[config.mk]
export PLATFORM = sky130hd
export DESIGN_NAME = dq_bank_ctrl
export DESIGN_NICKNAME = d
export VERILOG_FILES = /design/src/rtl/dq_bank_ctrl.sv
export SDC_FILE = /design/constraint.sdc
export NUM_CORES = 1
export LEC_CHECK = 0
export ABC_AREA = 1
export CAP_MARGIN = 20
export CORE_MARGIN = 5
export CORE_UTILIZATION = 43
export CTS_CLUSTER_SIZE = 28
export DETAILED_ROUTE_END_ITERATION = 8
export PLACE_DENSITY = 0.86
export SLEW_MARGIN = 40
export SYNTH_ARGS = -nofsm -noshare
export SYNTH_HDL_FRONTEND = slang
export SYNTH_SLANG_ARGS = --single-unit
[constraint.sdc]
create_clock -name clk -period 1.7 [get_ports clk]
set_clock_uncertainty 0.2 [all_clocks]
set_input_delay 0.17 -clock clk [delete_from_list [all_inputs] [get_ports clk]]
set_output_delay 0.17 -clock clk [all_outputs]
set_load 0.01 [all_outputs]
[src/rtl/dq_bank_ctrl.sv]
// Sequencer and round-robin two-port arbiter for a bank of DQ latch words.
// Optional write read-back check enabled by `define DQ_BANK_CTRL_VERIFY_EN.
module dq_bank_ctrl #(
   parameter int unsigned WIDTH     = 4,
   parameter int unsigned WORDS     = 4,
   parameter int unsigned AW        = 2,
   parameter int unsigned PULSE_CYC = 1,
   parameter int unsigned HOLD_CYC  = 1
) (
   input  logic                   clk,
   input  logic                   rst_n,
   input  logic                   a_req,
   input  logic                   a_we,
   input  logic [AW-1:0]          a_addr,
   input  logic [WIDTH-1:0]       a_wdata,
   output logic                   a_ack,
   output logic [WIDTH-1:0]       a_rdata,
   input  logic                   b_req,
   input  logic                   b_we,
   input  logic [AW-1:0]          b_addr,
   input  logic [WIDTH-1:0]       b_wdata,
   output logic                   b_ack,
   output logic [WIDTH-1:0]       b_rdata,
`ifdef DQ_BANK_CTRL_VERIFY_EN
   output logic                   a_err,
   output logic                   b_err,
`endif
   output logic [WIDTH-1:0]       lat_d,
   output logic [WORDS-1:0]       lat_en,
   input  logic [WORDS*WIDTH-1:0] lat_q,
   output logic                   busy
);

   typedef enum logic [2:0] {
      StIdle,
      StSetup,
      StPulse,
      StHold,
      StRdcap,
`ifdef DQ_BANK_CTRL_VERIFY_EN
      StVerify,
`endif
      StAck
   } state_e;

   state_e           state_q, state_d;
   logic [3:0]       cnt_q, cnt_d;
   logic             sel_b_q, we_q, last_tie_b_q;
   logic [AW-1:0]    addr_q;
   logic [WIDTH-1:0] wdata_q, a_rdata_q, b_rdata_q;
   logic             gnt, gnt_b, tie;
   logic [WIDTH-1:0] rd_word;
`ifdef DQ_BANK_CTRL_VERIFY_EN
   logic             hit, mism, a_err_q, b_err_q;
`endif

   // The pointer only moves on contended grants: a lone requester does not steal the next tie.
   assign tie   = a_req && b_req;
   assign gnt   = (state_q == StIdle) && (a_req || b_req);
   assign gnt_b = b_req && (!a_req || !last_tie_b_q);

   always_comb begin
      rd_word = '0;
`ifdef DQ_BANK_CTRL_VERIFY_EN
      hit = 1'b0;
`endif
      for (int unsigned i = 0; i < WORDS; i++) begin
         if (addr_q == AW'(i)) begin
            rd_word = lat_q[i*WIDTH +: WIDTH];
`ifdef DQ_BANK_CTRL_VERIFY_EN
            hit = 1'b1;
`endif
         end
      end
   end

`ifdef DQ_BANK_CTRL_VERIFY_EN
   assign mism = hit && (rd_word != wdata_q);
`endif

   always_comb begin
      state_d = state_q;
      cnt_d   = cnt_q;
      unique case (state_q)
         StIdle: begin
            if (gnt) state_d = (gnt_b ? b_we : a_we) ? StSetup : StRdcap;
         end
         StSetup: begin
            state_d = StPulse;
            cnt_d   = 4'(PULSE_CYC - 1);
         end
         StPulse: begin
            if (cnt_q == 4'd0) begin
               state_d = StHold;
               cnt_d   = 4'(HOLD_CYC - 1);
            end else begin
               cnt_d = cnt_q - 4'd1;
            end
         end
         StHold: begin
            if (cnt_q == 4'd0) begin
`ifdef DQ_BANK_CTRL_VERIFY_EN
               state_d = StVerify;
`else
               state_d = StAck;
`endif
            end else begin
               cnt_d = cnt_q - 4'd1;
            end
         end
`ifdef DQ_BANK_CTRL_VERIFY_EN
         StVerify: state_d = StAck;
`endif
         StRdcap: state_d = StAck;
         StAck:   state_d = StIdle;
         default: state_d = StIdle;
      endcase
   end

   always_ff @(posedge clk or negedge rst_n) begin
      if (!rst_n) begin
         state_q      <= StIdle;
         cnt_q        <= 4'd0;
         sel_b_q      <= 1'b0;
         we_q         <= 1'b0;
         addr_q       <= '0;
         wdata_q      <= '0;
         last_tie_b_q <= 1'b1;
         a_rdata_q    <= '0;
         b_rdata_q    <= '0;
      end else begin
         state_q <= state_d;
         cnt_q   <= cnt_d;
         if (gnt) begin
            sel_b_q <= gnt_b;
            we_q    <= gnt_b ? b_we : a_we;
            addr_q  <= gnt_b ? b_addr : a_addr;
            wdata_q <= gnt_b ? b_wdata : a_wdata;
            if (tie) last_tie_b_q <= gnt_b;
         end
         if (state_q == StRdcap) begin
            if (sel_b_q) b_rdata_q <= rd_word;
            else         a_rdata_q <= rd_word;
         end
      end
   end

`ifdef DQ_BANK_CTRL_VERIFY_EN
   // Reads clear the requester's error so err always describes its latest ack.
   always_ff @(posedge clk or negedge rst_n) begin
      if (!rst_n) begin
         a_err_q <= 1'b0;
         b_err_q <= 1'b0;
      end else if (state_q == StVerify || state_q == StRdcap) begin
         if (sel_b_q) b_err_q <= (state_q == StVerify) && mism;
         else         a_err_q <= (state_q == StVerify) && mism;
      end
   end

   assign a_err = a_err_q;
   assign b_err = b_err_q;
`endif

   always_comb begin
      lat_en = '0;
      for (int unsigned i = 0; i < WORDS; i++) begin
         lat_en[i] = (state_q == StPulse) && (addr_q == AW'(i));
      end
   end

   always_comb begin
      lat_d = '0;
      if (state_q == StSetup || state_q == StPulse || state_q == StHold
`ifdef DQ_BANK_CTRL_VERIFY_EN
          || state_q == StVerify
`endif
         ) lat_d = wdata_q;
   end

   assign busy    = (state_q != StIdle);
   assign a_ack   = (state_q == StAck) && !sel_b_q;
   assign b_ack   = (state_q == StAck) && sel_b_q;
   assign a_rdata = a_rdata_q;
   assign b_rdata = b_rdata_q;

endmodule

==> flow_summary.json, run 1 <==
{
  "seqCellArea_um2": 578.1,
  "min_period_ns": 1.751,
  "cp_num_buf_inv": 2,
  "final_util_pct": 69.63,
  "boundaryPins": 53,
  "clk_pin_slew_ns": 0.13,
  "dr_wl_met2_mm": 2.028,
  "max_freq_mhz": 571.0,
  "max_stage_delay_ns": 0.41,
  "viasPerCell": 4.964,
  "synthArstFlopShare_pct": 100.0,
  "p_leak_nw": 1.050,
  "yosys.area.top_type_share_pct": 41.31,
  "coreArea_mm2": 0.003003,
  "synth-seq-area-share_pct": 43.29,
  "grt-ovfl-total": 0,
  "worstSetupStartpointType": "flop",
  "final_common_cell": "nand2_1",
  "final.setup.tns_ns": -0.4841,
  "drt-initial-drc-count": 63,
  "grt_pass1_vias": 1486,
  "synth_nets": 230,
  "start_util_pct": 44.38,
  "drc": 0,
  "h-tree-depth": 1,
  "finalSetupViolations": 17,
  "cp_max_fo": 5,
  "path_class": "reg -> out",
  "final.setup.worst_slack_ns": -0.05130,
  "hold_viol": 0,
  "finalWeightedCongestion": 0.8905,
  "groute.usage.overall_pct": 18.77,
  "clk_latency_ns": 0.32,
  "grt_max_degree": 13,
  "area_growth_pct": 56.90,
  "die_w_um": 65.67,
  "worst_setup_path_end_kind": "output pin",
  "syn_inst": 194,
  "drt-total-wl_mm": 3.919,
  "yosys.area.top_type": "dfrtp_1",
  "syn_area_per_cell_um2": 6.869,
  "fillers": 254,
  "cap_violations": 0,
  "clock-root-buffer": "clkbuf_4",
  "layout_common_cells": "nand2_1 (67), clkdlybuf4s50_1 (41), inv_1 (21), nor2_1 (21), dfrtp_1 (21)",
  "ys.flop_type": "dfrtp_1",
  "multi_input_area_um2": 703.2,
  "cp.arrival_ns": 1.38,
  "final_layout_size_suffix_gt1_share_pct": 20.66,
  "fin_nets": 308,
  "n_antenna_cell": 0,
  "die_area_mm2": 0.004312,
  "num_rows": 20,
  "wl_per_cell_um": 12.89,
  "rsz0062_at_grt": "yes",
  "hp-class": "in -> reg",
  "dieHeight_um": 65.67,
  "ant_nets": 0,
  "slew_headroom_pct": 75.31,
  "crit_chain": "inv_1 > nor2_2 > nand2_2 > nor3_2 > buf_2",
  "antenna_found_initial": 0,
  "routed-wl-met3_um": 245,
  "yosys_warnings": 0,
  "met1Wirelength_mm": 1.574,
  "highest_layer": "met4",
  "powerDensity_mw_per_mm2": 1635,
  "status": "complete, but fails checks",
  "vias": 1509,
  "synth_edf_count": 0,
  "cts.sinks": 23,
  "final.period_utilization_pct": 103.0,
  "port_buffers": 52,
  "cp_slowest_cell": "dfrtp_1",
  "worstMarginPinSlew_ns": 0.3692,
  "violations": "setup timing",
  "required_ns": 1.33,
  "cts_tree": "done",
  "yosysUniqueCellTypes": 20,
  "ys_ff_latch": 23,
  "cp_top_family": "simple AND/OR/NAND/NOR gates",
  "hpwlAfterDp_mm": 2.824,
  "grt_pass1_wl_mm": 6.258,
  "vdd_ir_drop_max_mv": 0.8944,
  "numCtsBuffers": 3,
  "dr.pass1.iters": 6,
  "syn_area_mm2": 0.001333,
  "synthTopCellsByArea": "dfrtp_1 (41%), nand2_1 (20%), inv_1 (6.8%), nor2_1 (6.8%), o21ai_0 (5.3%)",
  "cts.path.max_buffers": 2,
  "drv_slew": 0
}
## state kept, by name, indices dropped and copies added (netlist names)
register      flops
state_q           3
addr_q            2
sel_b_q           1
wdata_q           4
last_tie_b_q      1
a_rdata           4
b_rdata           4
cnt_q             4
## Yosys cell counts, types with 2 or more instances
| library cell | instances |
|---|---|
| a21oi_1 | 2 |
| dfrtp_1 | 22 |
| ha_1 | 2 |
| inv_1 | 24 |
| nand2_1 | 71 |
| nand3_1 | 7 |
| nand4_1 | 5 |
| nor2_1 | 24 |
| nor2_2 | 2 |
| nor2_4 | 2 |
| nor3_1 | 4 |
| o21ai_0 | 14 |
| o21ai_1 | 8 |
## worst paths after layout
| check | start | to | slack, ns | depth (start not counted) |
|---|---|---|---|---|
| worst max-delay path | state_q[1] | lat_en[1] | -0.05 | 5 |
| worst min-delay path | b_wdata[3] | wdata_q[3] | 0.23 | 3 |
| worst max register to register | state_q[1] | sel_b_q | -0.04 | 9 |
| worst min register to register | last_tie_b_q | last_tie_b_q | 0.29 | 2 |
| max in group asynchronous | rst_n | sel_b_q | 0.36 | 3 |
| min in group asynchronous | rst_n | a_rdata[2] | 0.47 | 2 |
## through the flow
stage	setup slack (ns)	instances	cell area, µm²	power, mW	hold slack [ns]
global placement	-0.06734	293	2002	2.928	0.2626
CTS	0.01541	302	2042	3.274	0.2367
finish	-0.05130	304	2091	3.419	0.2316
detailed placement	-0.1527	293	2002	2.988	0.2707
global route	-0.1049	304	2091	3.733	0.2517
floorplan	0.2878	194	1333	2.088	-0.3256
## timing repair
item | 4_1_cts | 5_1_grt
hold endpoints to repair | 5 | 0
cloned | 0 | 0
pin swaps | 1 | 5
setup endpoints to repair | 11 | 29
buffers inserted | 4 | 2
resized for setup | 51 | 20
hold buffers | 1 | 0
## tightest hold or removal path, delay by kind of cell
kind                   cells  cell delay (ns)
AO/OA/AOI/OAI              1             0.07
buffers and inverters      1             0.39
AND/OR/NAND/NOR            1             0.10
## cell families after synthesis
group	count (synthesis)	synth area share (%)
and+or+nand+nor	117	37.28
buffers and inverters	26	7.417
AOI/OAI and AO/OA	25	9.484
DFF	23	43.29
adders and majority gates	2	1.878
xor gates and xnor gates	1	0.6574
## per-layer routing
metal / global-route usage [%] / vias up
met3: 3.761 / 8
met5: 0 / -
met1: 20.58 / 688
met2: 35.42 / 50
met4: 6.218 / 0
li1: - / 763
## power by group
group / leakage [nW] / switching, mW / internal [mW]
clock network: 0.0150 / 0.173 / 0.0919
logic: 0.762 / 1.17 / 0.959
registers: 0.273 / 0.199 / 0.823
total: 1.05 / 1.54 / 1.87
## final cells by class
type                       instances  area share, %
sequential                        23          27.65
multi-input combinational        145          33.63
timing repair buffer              74          31.00
inverter                          25          4.488
tap                               33          1.975
clock buffer                       4          1.257
Power figures use the tool's default switching activity.
==> run 2: changes to the inputs <==
--- a/config.mk
+++ b/config.mk
@@ -7,6 +7,7 @@
 export LEC_CHECK = 0
 export ABC_AREA = 1
 export CAP_MARGIN = 20
+export CORE_ASPECT_RATIO = 0.8
 export CORE_MARGIN = 5
 export CORE_UTILIZATION = 43
 export CTS_CLUSTER_SIZE = 28
==> run 2 against run 1 <==
Net effect:
- sequential share of layout area decreased by 0.16 points
- worst setup slack improved by 0.036 ns
- sequential power about the same
- final area increased by 0.60%
- highest routed layer unchanged
- first-iteration DRC count increased by 11%
- cell count increased by 1.3%
- utilization decreased by 0.45 points
- global-route usage increased by 0.13 points
- maximum frequency increased by 2.1%
- the run still ends with setup timing left
==> flow_summary.json, run 2 (synthesis results as in run 1) <==
{
  "switching_share_pct": 43.88,
  "vdd_ir_drop_max_mv": 0.9337,
  "ant_nets": 0,
  "drt-total-wl_mm": 3.914,
  "p_leak_nw": 1.054,
  "hp-class": "in -> async",
  "hold_viol": 0,
  "gr-usage-met2_pct": 33.20,
  "die_w_um": 72.24,
  "seqPwrFrac_pct": 29.6,
  "groute.usage.overall_pct": 18.91,
  "drc": 0,
  "finalSetupViolations": 1,
  "boundaryPins": 53,
  "area_growth_pct": 57.84,
  "final.setup.tns_ns": -0.01556,
  "numCtsBuffers": 3,
  "placed_cell_area_mm2": 0.001996,
  "num_rows": 18,
  "reg2regPathDepth": 9,
  "grt_max_degree": 24,
  "internal-power_mw": 1.950,
  "slew_headroom_pct": 79.57,
  "worst_setup_path_end_kind": "output pin",
  "grt-ovfl-total": 0,
  "rsz0062_at_grt": "yes",
  "hpwlAfterDp_mm": 2.879,
  "clock-root-buffer": "clkbuf_8",
  "worstMarginPinSlew_ns": 0.3064,
  "dieHeight_um": 59.79,
  "path_class": "reg -> out",
  "p_switching_mw": 1.525,
  "n_antenna_cell": 0,
  "vias": 1500,
  "combPwrFrac_pct": 60.6,
  "antenna_found_initial": 0,
  "cts_tree": "done",
  "drt-initial-drc-count": 70,
  "h-tree-depth": 1,
  "drv_slew": 0,
  "grt_pass1_wl_mm": 6.479,
  "cp.arrival_ns": 1.35,
  "final_area_mm2": 0.002103,
  "viasPerCell": 4.870,
  "grt_pass1_vias": 1464,
  "required_ns": 1.33,
  "cts.sinks": 23,
  "cap_violations": 0,
  "final_common_cell": "nand2_1",
  "layout_common_cells": "nand2_1 (69), clkdlybuf4s50_1 (41), nor2_1 (22)",
  "clkPwrFrac_pct": 9.8,
  "clk_pin_slew_ns": 0.08,
  "violations": "setup timing",
  "cts.path.max_buffers": 2,
  "start_util_pct": 43.83,
  "coreArea_mm2": 0.003040,
  "worstSetupStartpointType": "flop",
  "max_freq_mhz": 582.9,
  "fin_nets": 305,
  "port_buffers": 52,
  "grtUsageMet3_pct": 6.050,
  "final_layout_size_suffix_gt1_share_pct": 20.52,
  "powerDensity_mw_per_mm2": 1652,
  "die_area_mm2": 0.004319,
  "dr.pass1.iters": 4,
  "finalWeightedCongestion": 0.8377,
  "cp_max_fo": 4,
  "final.period_utilization_pct": 100.9,
  "final_util_pct": 69.18,
  "clk_latency_ns": 0.26,
  "min_period_ns": 1.716,
  "dp_slack_ns": -0.1654,
  "status": "complete, but fails checks",
  "grt_most_used_layer": "met2",
  "final.setup.worst_slack_ns": -0.01556,
  "use_met1_pct": 22.45,
  "wl_per_cell_um": 12.71
}
[run 2: cell count changes in the layout (fill, tap and decap cells not counted), moves of 3 or more]
cell / change
nand2_2: -3
o21ai_1: -3
clkbuf_4: -3
o21ai_2: +3
clkbuf_2: +4
clkbuf_8: +3
buf_2: -5
[run 2: per-layer routing]
metal  vias to the layer above  part of all wire [%]
li1                        764                     -
met1                       676                    44
met2                        54                    48
met3                         6                   8.2
met4                         0                  0.36
met5                         -                     0
[run 2: per-stage QoR]
stage | hold slack (ns) | total power [mW] | instances
6_report | 0.05635 | 3.475 | 308
5_1_grt | 0.07981 | 3.786 | 308
4_1_cts | 0.05759 | 3.313 | 304
3_5_place_dp | 0.2686 | 2.973 | 298
3_3_place_gp | 0.2625 | 2.919 | 298
2_1_floorplan | -0.3256 | 2.088 | 194
[run 2: critical path, stage by stage (launching register included)]
cell,delay (ns)
dfrtp_1,0.40
buf_6,0.12
nor2_4,0.03
nor2_2,0.12
inv_2,0.07
nor2_1,0.11
clkdlybuf4s15_2,0.23
[run 2: layout make-up]
cell class / instances / area (µm²)
flip-flops and latches: 23 / 578.1
repair buffers: 71 / 629.4
well taps: 40 / 50.05
inverters: 25 / 93.84
clock buffers: 4 / 45.04
multi-input cells: 145 / 706.9
fillers: 247 / 937.1
[run 2: path summary, 6_finish.rpt]
check	startpoint	endpoint	slack [ns]
hold reg to reg	b_rdata[1]	b_rdata[1]	0.29
min in group clk	b_rdata[1]	b_rdata[1]	0.29
hold / removal	rst_n	b_rdata[0]	0.06
max in group asynchronous	rst_n	last_tie_b_q	0.96
setup reg to reg	state_q[1]	wdata_q[2]	0.01
setup / recovery	state_q[1]	lat_d[2]	-0.02
[run 2: repair_timing]
action                     in CTS  in global routing
hold buffers                    0                  0
pin swaps                       1                  9
setup endpoints to repair      11                 24
buffers inserted                2                  4
resized for setup              39                 27
[run 2: power by group through the flow]
| stage | registers, mW | logic [mW] | clock network, mW |
|---|---|---|---|
| after global placement | 1.01 | 1.91 | 0 |
| after CTS | 1.01 | 1.96 | 0.346 |
| after floorplan | 1.03 | 1.05 | 0 |
| after global routing | 1.06 | 2.35 | 0.372 |
| after detailed placement | 1.02 | 1.95 | 0 |
| final | 1.03 | 2.11 | 0.340 |
==> run 3: changes to the inputs <==
--- a/config.mk
+++ b/config.mk
@@ -13,7 +13,7 @@
 export CTS_CLUSTER_SIZE = 28
 export DETAILED_ROUTE_END_ITERATION = 8
 export PLACE_DENSITY = 0.86
-export SLEW_MARGIN = 40
+export SLEW_MARGIN = 25
 export SYNTH_ARGS = -nofsm -noshare
 export SYNTH_HDL_FRONTEND = slang
 export SYNTH_SLANG_ARGS = --single-unit
==> results of run 3 <==
Same layout as run 2: the final DEF is identical, and so are final timing and power.
